## src/rtl/jvm_fetch_buffer.sv

```systemverilog
// Bytecode prefetch: fetches 32-bit words, splits them big-endian into a byte FIFO, presents head byte to the translator.
// Build option FETCH_PREFETCH_EN: refill whenever 4 bytes are free; default refills only when the FIFO runs dry.
module jvm_fetch_buffer #(
  parameter int ADR_W = 16,
  parameter int DEPTH = 8
) (
  input  logic             clk,
  input  logic             reset,
  input  logic             redirect,
  input  logic [ADR_W-1:0] redirect_adr,
  input  logic             advance,
  output logic [7:0]       iram_data,
  output logic [ADR_W-1:0] byte_pc,
  output logic             waiting,
  output logic             mem_req,
  output logic [ADR_W-3:0] mem_adr,
  input  logic             mem_ack,
  input  logic [31:0]      mem_data
);

  localparam int PW = $clog2(DEPTH);
  localparam int CW = PW + 1;

  typedef enum logic [1:0] {STOP, FILL, BUSY, DRAIN} state_t;

  state_t           state_q;
  logic [7:0]       fifo_q [DEPTH];
  logic [PW-1:0]    rd_q, wr_q;
  logic [CW-1:0]    cnt_q;
  logic [ADR_W-3:0] fetch_word_q;
  logic [1:0]       skip_q;
  logic [ADR_W-1:0] byte_pc_q;
  logic [7:0]       iram_q;
  logic             waiting_q;
  logic             mem_req_q;
  logic [ADR_W-3:0] mem_adr_q;

  logic             pop, take, req_ok;
  logic [2:0]       push_n;
  logic [CW-1:0]    cnt_d, rem;
  logic [PW-1:0]    rd_nxt;
  logic [PW-1:0]    wr_idx [4];
  logic [7:0]       push_byte [4];
  logic [31:0]      shifted;
  logic [7:0]       head_d;
  logic [ADR_W-3:0] word_nxt;

  // Redirect has priority: it suppresses both the pop and the push of a coinciding ack.
  assign pop      = advance && (cnt_q != '0) && !redirect;
  assign take     = (state_q == BUSY) && mem_ack && !redirect;
  assign push_n   = take ? (3'd4 - {1'b0, skip_q}) : 3'd0;
  assign cnt_d    = redirect ? '0 : (cnt_q + CW'(push_n) - CW'(pop));
  assign rem      = cnt_q - CW'(pop);
  assign rd_nxt   = rd_q + {{(PW-1){1'b0}}, pop};
  assign word_nxt = fetch_word_q + {{(ADR_W-3){1'b0}}, 1'b1};
  assign shifted  = mem_data << {skip_q, 3'b000};

`ifdef FETCH_PREFETCH_EN
  assign req_ok = (cnt_d <= CW'(DEPTH - 4));
`else
  assign req_ok = (cnt_d == '0);
`endif

  always_comb begin
    for (int k = 0; k < 4; k++) begin
      push_byte[k] = shifted[31-8*k -: 8];
      wr_idx[k]    = wr_q + PW'(k);
    end
    head_d = 8'h00;
    if (cnt_d != '0)
      head_d = (rem == '0) ? push_byte[0] : fifo_q[rd_nxt];
  end

  always_ff @(posedge clk or negedge reset) begin
    if (!reset) begin
      state_q      <= STOP;
      mem_req_q    <= 1'b0;
      mem_adr_q    <= '0;
      fetch_word_q <= '0;
      skip_q       <= 2'd0;
    end else begin
      if (redirect) begin
        fetch_word_q <= redirect_adr[ADR_W-1:2];
        skip_q       <= redirect_adr[1:0];
      end
      case (state_q)
        STOP: if (redirect) state_q <= FILL;
        FILL: if (!redirect && req_ok) begin
          mem_req_q <= 1'b1;
          mem_adr_q <= fetch_word_q;
          state_q   <= BUSY;
        end
        BUSY: if (redirect) begin
          if (mem_ack) begin
            mem_req_q <= 1'b0;
            state_q   <= FILL;
          end else begin
            state_q   <= DRAIN;
          end
        end else if (mem_ack) begin
          fetch_word_q <= word_nxt;
          skip_q       <= 2'd0;
          // Back-to-back request on the ack edge keeps a 1-cycle memory streaming.
          if (req_ok) begin
            mem_adr_q <= word_nxt;
          end else begin
            mem_req_q <= 1'b0;
            state_q   <= FILL;
          end
        end
        DRAIN: if (mem_ack) begin
          mem_req_q <= 1'b0;
          state_q   <= FILL;
        end
        default: state_q <= STOP;
      endcase
    end
  end

  always_ff @(posedge clk or negedge reset) begin
    if (!reset) begin
      rd_q      <= '0;
      wr_q      <= '0;
      cnt_q     <= '0;
      byte_pc_q <= '0;
      iram_q    <= 8'h00;
      waiting_q <= 1'b1;
    end else begin
      cnt_q     <= cnt_d;
      waiting_q <= (cnt_d == '0);
      iram_q    <= head_d;
      if (redirect) begin
        rd_q      <= '0;
        wr_q      <= '0;
        byte_pc_q <= redirect_adr;
      end else begin
        if (pop) begin
          rd_q      <= rd_nxt;
          byte_pc_q <= byte_pc_q + ADR_W'(1);
        end
        if (take) wr_q <= wr_q + PW'(push_n);
      end
    end
  end

  always_ff @(posedge clk) begin
    for (int k = 0; k < 4; k++)
      if (take && (3'(k) < push_n)) fifo_q[wr_idx[k]] <= push_byte[k];
  end

  assign iram_data = iram_q;
  assign byte_pc   = byte_pc_q;
  assign waiting   = waiting_q;
  assign mem_req   = mem_req_q;
  assign mem_adr   = mem_adr_q;

endmodule

```

## config.mk

```make
export PLATFORM = sky130hd
export DESIGN_NAME = jvm_fetch_buffer
export DESIGN_NICKNAME = d
export VERILOG_FILES = /design/src/rtl/jvm_fetch_buffer.sv
export SDC_FILE = /design/constraint.sdc
export NUM_CORES = 1
export LEC_CHECK = 0
export ABC_AREA = 0
export CAP_MARGIN = 20
export CORE_ASPECT_RATIO = 0.6
export CORE_MARGIN = 2
export CORE_UTILIZATION = 42
export DETAILED_ROUTE_END_ITERATION = 10
export PLACE_DENSITY = 0.6
export SETUP_SLACK_MARGIN = 0.15
export SYNTH_ARGS = -nofsm -noshare
export SYNTH_HDL_FRONTEND = slang
export SYNTH_SLANG_ARGS = --single-unit
export TNS_END_PERCENT = 20
```

## constraint.sdc

```tcl
create_clock -name clk -period 11.3 [get_ports clk]
set_clock_uncertainty 0.2 [all_clocks]
set_input_delay 1.695 -clock clk [delete_from_list [all_inputs] [get_ports clk]]
set_output_delay 1.695 -clock clk [all_outputs]
set_load 0.02 [all_outputs]
```

==> results.tsv, run 1 <==
stage	metric	value	unit
status	status	completed	
sta	whs	0.292	ns
finish	finalNetCount	1103	
logic_synthesis	netlist.top_cell.by_area	edfxtp_1	
finish	layoutNonFillerInstCount	1323	
logic_synthesis	synthesis.area	9210	um2
setup_path	criticalPathCategory	primary input to flop	
global_route	gr-total-overflow	0	
sta	finalCritPeriodShare	49.1	%
logic_synthesis	postSynthAreaPerCell	9.43	um2
floorplanning	die-area	23200	um2
power	power_density	177	nW/um2
routing	drt_iter0_drc	1344	
routing	vias	8472	
floorplanning	start_util	43.4	%
routing	routedWlPerCell	24.6	um
place	post-dp-hpwl	22.8	mm
clock_tree	clk_pin_slew_worst_paths	0.07	ns
power	power.leakage	3.89	nW
floorplanning	die_h	119	um
sta	fin_crit	5.55	ns
logic_synthesis	yosys-top-cells-area	edfxtp_1, dfrtp_1, nor3_1	
finish	area_growth	17.6	%
flow_run	drv_cap	0	
logic_synthesis	yosys-top-cells-count	nor3_1, a21oi_1, nand2_1, dfrtp_1, o21ai_0	
floorplanning	pin_count	93	
routing	ant_nets	0	
logic_synthesis	synth_ff_type	dfrtp_1	
logic_synthesis	synth_most_common_cell	nor3_1	
global_route	antenna_found_initial	4	
logic_synthesis	ys_types	63	
global_route	grt_pass1_wl	48.5	mm
clock_tree	ctsHoldBuffers	0	
clock_tree	clk_latency	0.44	ns
routing	routed_wl	32.5	mm
logic_synthesis	ys_async_sr_fraction	51.5	%
sta	worst_pin_slew	1.23	ns
power	fin_total_pwr	1.91	mW
global_route	grt_pass1_vias	7620	
sta	clock.fmax	180	MHz
sta	drv_slew	0	
setup_path	worst-path-max-fanout	14	
finish	drive_gt1_share	12.2	%
sta	rsz0062_at_grt	false	
sta	final.setup.worst_slack	5.75	ns
floorplanning	core_area	21200	um2
place	place_ws	5.37	ns
place	io_buffers	92	
clock_tree	h-tree-depth	4	
clock_tree	cts-resized-gates	0	
clock_tree	cts_buffers	17	
setup_path	startpoint_type	primary input	
setup_path	cp.required	11.41	ns
routing	drc	0	
power	ir_worst_vdd	0.0904	mV
clock_tree	postCtsSetupRepairBufs	0	
logic_synthesis	synth-seq-cells	132	
sta	hold_violations	0	
routing	first_pass_iters	5	
place	dp_cells	1284	
routing	via_per_inst	6.40	
clock_tree	root_buffer	clkbuf_16	
floorplanning	rows	41	
logic_synthesis	yosys_warnings	0	
worst_hold_path	holdCritPathClass	flop to flop	
sta	setup_viol	0	
logic_synthesis	syn_inst	977	
setup_path	endpoint_kind	flop	
sta	slew_headroom	17.7	%
global_route	grt_use_total	28.2	%
place	dpl_cell_area	10200	um2
finish	fin_area	10800	um2
clock_tree	cts_tree	done	
clock_tree	cts_buffer_depth	2	
setup_path	crit_arrival	5.67	ns
global_route	grt_max_degree	69	
place	gp_congestion	1.05	
clock_tree	clock_sinks	132	
logic_synthesis	syn-num-nets	1051	
finish	fin_util	51.0	%
floorplanning	chipWidth	195	um
logic_synthesis	ys_seq_area_share	39.4	%
sta	tns	0	ns
logic_synthesis	synth_edf_count	64	
logic_synthesis	synth_top_area_share	20.9	%
==> worst max-delay path, stage by stage <==
cell and delay (ns):
clkdlybuf4s50_1 0.73, nand2_1 0.36, nor2_1 0.26, nand2_1 0.13
nand2_1 0.17, o21ai_0 0.13, ha_1 0.26, fa_1 0.40
xnor2_1 0.27, nand2_1 0.11, nor3_1 0.19, nand2_1 0.48
mux2_1 0.49
==> power by group <==
group / leakage [nW] / switching, mW / internal [mW]
logic: 2.19 / 0.417 / 0.303
registers: 1.41 / 0.0530 / 0.581
clock network: 0.295 / 0.238 / 0.322
==> registers in the layout, summed over array words and instances (netlist names) <==
signal / count
fetch_word_q: 14
wr_q: 3
cnt_q: 4
skip_q: 2
byte_pc: 16
fifo_q: 64
mem_adr: 14
mem_req: 1
rd_q: 3
state_q: 2
waiting: 1
iram_data: 8
==> path summary, 6_finish.rpt <==
kind	start	end	slack, ns	cells after the start
max reg2reg	state_q[0]$_DFFE_PN0P_	mem_adr[8]$_DFFE_PN0P_	6.79	15
max	mem_ack	mem_adr[8]$_DFFE_PN0P_	5.75	13
min reg2reg	mem_adr[11]$_DFFE_PN0P_	mem_adr[11]$_DFFE_PN0P_	0.29	1
min	mem_adr[11]$_DFFE_PN0P_	mem_adr[11]$_DFFE_PN0P_	0.29	1
max in group asynchronous	reset	wr_q[0]$_DFFE_PN0P_	9.15	1
min in group asynchronous	reset	mem_adr[11]$_DFFE_PN0P_	1.17	1
==> cell type report <==
class / instances / area, um2
clock inverters: 14 / 138
clock buffers: 18 / 450
inverters: 17 / 63.8
flip-flops and latches: 132 / 3620
well taps: 279 / 349
fillers: 1958 / 10400
repair buffers: 105 / 1050
diodes: 2 / 5.00
multi-input cells: 756 / 5150
==> per-layer routing <==
metal  track usage, %  vias up  wire (um)
li1                 -     3806          -
met4             7.16        2        528
met3             12.4       56       5030
met2             32.5      604      11700
met1             45.0     4004      15200
met5                0        -         71
==> cells by family (layout without fill, tap and decap cells) <==
group,count (synthesis),after routing,synth area share [%]
simple gates,334,334,18.7
compound gates,263,263,16.9
flops,132,132,39.4
mux,89,89,12.6
buf+inv,89,154,4.74
xor+xnor,49,49,4.66
fa+ha+maj,21,21,3.02
other cells,0,2,0
==> cell usage in the layout (no fill, tap or decap), types with 3 or more instances in the layout <==
cell,Yosys,final
a211oi_1,15,15
nand3_1,20,20
buf_4,4,11
nand2_1,73,73
clkinv_4,0,3
nor2b_1,13,13
a22oi_2,6,6
edfxtp_1,64,64
mux4_2,16,16
and3_1,7,7
o21ai_0,66,66
clkinv_2,0,3
o31ai_1,3,3
nor3_2,3,3
nor2_1,35,35
mux2i_1,21,21
clkdlybuf4s50_1,0,90
a22oi_1,4,4
mux2_2,43,43
dfrtp_1,67,67
and2_1,8,8
mux2_1,9,9
a21oi_1,83,83
nand2b_1,7,7
o221ai_1,3,3
nand4_1,10,10
inv_1,16,16
xnor2_1,35,35
o22ai_1,58,58
clkbuf_16,0,18
and4_1,4,4
nor3_1,130,130
ha_1,19,19
a31oi_1,8,8
or3_1,4,4
o21ai_1,5,5
xor2_1,14,14
inv_6,0,5
Power figures use the tool's default switching activity.
==> run 2, diff against run 1 <==
==> constraint.sdc (replaced) <==
create_clock -name clk -period 5.4 [get_ports clk]
set_clock_uncertainty 0.2 [all_clocks]
set_input_delay 0.81 -clock clk [delete_from_list [all_inputs] [get_ports clk]]
set_output_delay 0.81 -clock clk [all_outputs]
set_load 0.02 [all_outputs]
==> run 2 against run 1 <==
Against the previous run: largest cell class unchanged; count of clock-buffer cells in the layout up 4; clock power increased by 120%; combinational power rose by 110%; first-iteration DRC count fell by 1.9%; routed wire length is 2.7% higher; highest routed layer is now met4.
==> results.tsv, run 2 (synthesis gave the netlist of run 1 again) <==
stage	metric	value	unit	change
clock_tree	ctsHoldBuffers	0		unchanged
global_route	grt_max_degree	69		unchanged
finish	largest_reg_flops	64		unchanged
sta	whs	0.287	ns	-0.00534 ns
place	io_buffers	92		unchanged
power	power_density	375	nW/um2	+110%
place	post-dp-hpwl	23.5	mm	+3.3%
sta	worst_pin_slew	1.31	ns	+0.0771 ns
floorplanning	die-area	23200	um2	unchanged
finish	mostFrequentLayoutCells	nor3_1, clkdlybuf4s50_1, a21oi_1		
finish	antenna_cells	0		-2
routing	first_pass_iters	6		+1
clock_tree	clk_latency	0.44	ns	about the same
setup_path	endpoint_kind	flop		
clock_tree	clk_pin_slew_worst_paths	0.06	ns	about the same
sta	setup_viol	0		unchanged
finish	drive_gt1_share	12.2	%	-0.023 points
floorplanning	pin_count	93		unchanged
routing	routed_wl	33.4	mm	+2.7%
routing	via_per_inst	6.42		+0.24%
setup_path	criticalPathCategory	primary input to flop		
routing	routedWlPerCell	25.2	um	+2.7%
status	status	completed		
finish	finalNetCount	1105		+0.18%
sta	drv_slew	0		unchanged
finish	area_growth	17.8	%	
setup_path	cpPeakStageDelay	0.73	ns	about the same
finish	final_common_cell	nor3_1		
setup_path	crit_family	simple AND/OR/NAND/NOR gates		
global_route	antenna_found_initial	1		-3
sta	final.setup.worst_slack	1.13	ns	-4.61 ns
floorplanning	chipWidth	195	um	unchanged
routing	vias	8492		+0.24%
sta	tns	0	ns	unchanged
setup_path	startpoint_type	primary input		
sta	finalCritPeriodShare	79.0	%	
routing	drc	0		unchanged
setup_path	crit_arrival	4.39	ns	-1.28 ns
setup_path	path_buf_inv	1		unchanged
power	fin_total_pwr	4.07	mW	+110%
clock_tree	h-tree-depth	4		unchanged
global_route	grt_use_total	29.1	%	+0.94 points
clock_tree	clock_sinks	132		unchanged
clock_tree	cts_buffers	17		unchanged
finish	nFillCells	1958		unchanged
finish	layoutNonFillerInstCount	1323		unchanged
setup_path	worst-path-max-fanout	14		unchanged
clock_tree	cts_tree	done		
setup_path	crit_slowest_cell	clkdlybuf4s50_1		
power	power.leakage	3.90	nW	+0.30%
setup_path	cp.required	5.52	ns	-5.89 ns
sta	fin_crit	4.27	ns	
floorplanning	die_h	119	um	unchanged
place	dp_cells	1289		+0.39%
floorplanning	core_area	21200	um2	unchanged
setup_path	path_cells	clkdlybuf4s50_1, nand2_1, nor2_1, nand2_1, nand2_1, o21ai_0, ha_1, fa_1, xnor2_1, nand2_1, nor3_1, nand2_1, mux2_1		
floorplanning	start_util	43.4	%	unchanged
clock_tree	cts_buffer_depth	2		unchanged
sta	slew_headroom	12.5	%	-5.1 points
routing	drt_iter0_drc	1318		-1.9%
clock_tree	cts-resized-gates	0		unchanged
flow_run	drv_cap	0		unchanged
setup_path	cp_common_cell	nand2_1		
sta	rsz0062_at_grt	false		
worst_hold_path	holdCritPathClass	primary input to asynchronous set/reset pin		
clock_tree	root_buffer	clkbuf_16		
floorplanning	rows	41		unchanged
sta	clock.fmax	234	MHz	
global_route	gr-total-overflow	0		unchanged
clock_tree	postCtsSetupRepairBufs	0		unchanged
routing	ant_nets	0		unchanged
global_route	grt_pass1_vias	7493		-1.7%
power	ir_worst_vdd	0.232	mV	+160%
place	place_ws	0.663	ns	-4.71 ns
global_route	grt_pass1_wl	49.2	mm	+1.4%
sta	hold_violations	0		unchanged
place	gp_congestion	1.01		-3.4%
[run 2: power breakdown]
part	switching (mW)	internal, mW
registers	0.111	1.22
clock network	0.472	0.749
logic	0.891	0.628
total	1.47	2.59
[run 2: final timing paths]
check / start / to / slack [ns] / cells past startpoint
min in group clk: mem_adr[13]$_DFFE_PN0P_ / mem_adr[13]$_DFFE_PN0P_ / 0.29 / 1
min reg2reg: mem_adr[13]$_DFFE_PN0P_ / mem_adr[13]$_DFFE_PN0P_ / 0.29 / 1
max: mem_ack / mem_adr[8]$_DFFE_PN0P_ / 1.13 / 13
min: reset / mem_adr[9]$_DFFE_PN0P_ / 0.29 / 1
max reg2reg: state_q[0]$_DFFE_PN0P_ / mem_adr[8]$_DFFE_PN0P_ / 1.16 / 14
max in group asynchronous: reset / wr_q[0]$_DFFE_PN0P_ / 4.10 / 1
[run 2: metrics by stage]
stage          util [%]  area (um2)
3_3_place_gp       48.0       10200
3_5_place_dp       48.0       10200
5_1_grt            51.1       10800
2_1_floorplan         -        9210
4_1_cts            50.9       10800
6_report           51.1       10800
[run 2: layout make-up]
class | instances | area (um2) | area share [%]
multi-input combinational | 756 | 5150 | 47.5
clock buffer | 22 | 497 | 4.58
sequential | 132 | 3620 | 33.4
timing repair buffer | 107 | 1050 | 9.64
tap | 279 | 349 | 3.22
clock inverter | 10 | 116 | 1.07
inverter | 17 | 63.8 | 0.588
[run 2: routing by layer]
metal / vias up / wire, um / global-route usage, %
met1: 4092 / 16600 / 48.2
met4: 0 / 515 / 6.35
met5: - / 0 / 0
li1: 3790 / - / -
met2: 571 / 11300 / 32.0
met3: 39 / 5000 / 12.9
==> run 3, diff against run 2 <==
==> constraint.sdc (replaced) <==
create_clock -name clk -period 4.01 [get_ports clk]
set_clock_uncertainty 0.2 [all_clocks]
set_input_delay 0.6015 -clock clk [delete_from_list [all_inputs] [get_ports clk]]
set_output_delay 0.6015 -clock clk [all_outputs]
set_load 0.02 [all_outputs]
==> run 3 against run 2 <==
Against the previous run: sequential share of layout area down 0.81 points; first-iteration DRC count fell by 3.2%; global-route usage is 0.44 points higher.
==> results.tsv, run 3 (synthesis gave the netlist of run 1 again) <==
stage	metric	value	unit	change
routing	ant_nets	0		unchanged
sta	drv_slew	0		unchanged
sta	worst_pin_slew	1.17	ns	-0.142 ns
routing	via_per_inst	6.34		-1.3%
sta	setup_viol	0		unchanged
finish	finalNetCount	1138		+3.0%
setup_path	worstReg2RegStart	state_q[0]$_DFFE_PN0P_		
setup_path	reg2reg_depth	15		+1
routing	drc	0		unchanged
global_route	grt_use_met2	33.4	%	+1.4 points
global_route	gr-total-overflow	0		unchanged
clock_tree	clk_latency	0.43	ns	about the same
finish	mostFrequentLayoutCells	nor3_1, clkdlybuf4s50_1, a21oi_1		
sta	fin_crit	3.74	ns	
setup_path	worst-path-max-fanout	14		unchanged
global_route	grt_pass1_vias	7761		+3.6%
worst_hold_path	holdCritPathClass	primary input to asynchronous set/reset pin		
floorplanning	core_area	21200	um2	unchanged
sta	hold_violations	0		unchanged
place	post-dp-hpwl	24.0	mm	+2.1%
setup_path	endpoint_kind	flop		
sta	rsz0062_at_grt	true		
routing	drt_iter0_drc	1276		-3.2%
power	ir_worst_vdd	0.268	mV	+15%
finish	layoutNonFillerInstCount	1357		+2.6%
routing	routed_wl	34.0	mm	+1.7%
power	power.leakage	4.04	nW	+3.6%
setup_path	crit_arrival	3.86	ns	-0.53 ns
clock_tree	root_buffer	clkbuf_16		
global_route	grt_use_met3	15.2	%	+2.2 points
clock_tree	cts_tree	done		
global_route	grt_pass1_wl	50.3	mm	+2.4%
sta	tns	0	ns	unchanged
global_route	grt_max_degree	69		unchanged
finish	largest_reg_flops	64		unchanged
finish	area_growth	20.7	%	
clock_tree	cts_buffers	17		unchanged
sta	clock.fmax	267	MHz	
flow_run	drv_cap	0		unchanged
floorplanning	pin_count	93		unchanged
finish	drive_gt1_share	15.0	%	+2.9 points
routing	first_pass_iters	6		unchanged
global_route	busiest_layer	met1		
floorplanning	start_util	43.4	%	unchanged
setup_path	cp.required	4.13	ns	-1.39 ns
sta	slew_headroom	22.0	%	+9.5 points
global_route	use_met1	46.5	%	-1.6 points
clock_tree	cts_buffer_depth	2		unchanged
setup_path	r2r_slack	0.27	ns	-0.89 ns
routing	vias	8600		+1.3%
place	dp_cells	1324		+2.7%
power	power_density	507	nW/um2	+35%
global_route	antenna_found_initial	0		-1
floorplanning	die_h	119	um	unchanged
clock_tree	clk_pin_slew_worst_paths	0.07	ns	about the same
clock_tree	ctsHoldBuffers	0		unchanged
clock_tree	clock_sinks	132		unchanged
place	io_buffers	92		unchanged
setup_path	startpoint_type	flop		
status	status	completed		
routing	routedWlPerCell	25.0	um	-0.83%
floorplanning	chipWidth	195	um	unchanged
global_route	grt_use_total	29.5	%	+0.44 points
setup_path	criticalPathCategory	flop to flop		
sta	finalCritPeriodShare	93.3	%	
clock_tree	h-tree-depth	4		unchanged
floorplanning	die-area	23200	um2	unchanged
place	gp_congestion	1.03		+1.8%
finish	final_common_cell	nor3_1		
floorplanning	rows	41		unchanged
setup_path	r2r_end	mem_adr[6]$_DFFE_PN0P_		
run 3: changes by cell type in the layout (fill, tap and decap cells not counted), sizes merged:
cell and delta:
buf +33, bufinv +2, clkbuf -4, clkinv -4, clkinvlp +5, diode +1
inv +1
run 3: layer usage:
metal / routed length [um] / part of all wire, %
met5: 104 / 0.31
met3: 5540 / 16
met1: 16000 / 47
met4: 708 / 2.1
met2: 11600 / 34
run 3: final cells by class:
class	count	area (um2)
clock buffers	18	429
inverters	17	63.8
flip-flops and latches	132	3620
diodes	1	2.50
well taps	279	349
clock inverters	14	199
repair buffers	140	1290
fillers	1962	10100
multi-input cells	756	5160
run 3: critical path, stage by stage, from the launching register on:
cell and delay [ns]:
dfrtp_1 0.42, inv_1 0.13, ha_1 0.24, nand2_1 0.10, nor2_1 0.16, nand2_1 0.12
nand2_1 0.18, o21ai_0 0.11, ha_1 0.23, fa_1 0.39, xnor2_1 0.29, nand2_1 0.15
nor3_1 0.26, nand2_1 0.09, buf_4 0.22, mux2_1 0.34
run 3: worst max path at each step:
stage                              end                    from  depth (start not counted)  slack, ns
6_report        mem_adr[6]$_DFFE_PN0P_  state_q[0]$_DFFE_PN0P_                         15       0.27
5_1_grt         mem_adr[6]$_DFFE_PN0P_  state_q[0]$_DFFE_PN0P_                         15       0.04
4_1_cts            mem_req$_DFFE_PN0P_  state_q[0]$_DFFE_PN0P_                         14       0.30
3_5_place_dp    mem_adr[6]$_DFFE_PN0P_                 mem_ack                         14       0.03
3_3_place_gp   mem_adr[13]$_DFFE_PN0P_                 mem_ack                         14       0.14
2_1_floorplan  mem_adr[10]$_DFFE_PN0P_  state_q[0]$_DFFE_PN0P_                         16       0.43
run 3: metrics by stage:
stage               utilization, %  power [mW]  area [um2]  setup slack (ns)  hold slack (ns)
floorplan                        -        3.04        9210             0.427            0.106
global placement              49.3        3.87       10500             0.144            0.275
detailed placement            49.3        3.89       10500            0.0298            0.286
CTS                           52.3        5.58       11100             0.300            0.126
global route                  52.3        5.87       11100            0.0384            0.175
finish                        52.3        5.64       11100             0.270           0.0871
run 3: power by group:
| group | total (mW) | internal, mW | switching (mW) | leakage, nW |
|---|---|---|---|---|
| clock network | 1.70 | 1.05 | 0.653 | 0.289 |
| registers | 1.79 | 1.64 | 0.149 | 1.41 |
| logic | 2.15 | 0.901 | 1.25 | 2.35 |
| total | 5.64 | 3.59 | 2.05 | 4.04 |
run 3: what timing repair did:
| action | in CTS | in global routing |
|---|---|---|
| hold endpoints to repair | 0 | 0 |
| setup buffers | 0 | 0 |
| endpoints found under the setup margin | 0 | 19 |
| resized for setup | 0 | 2 |
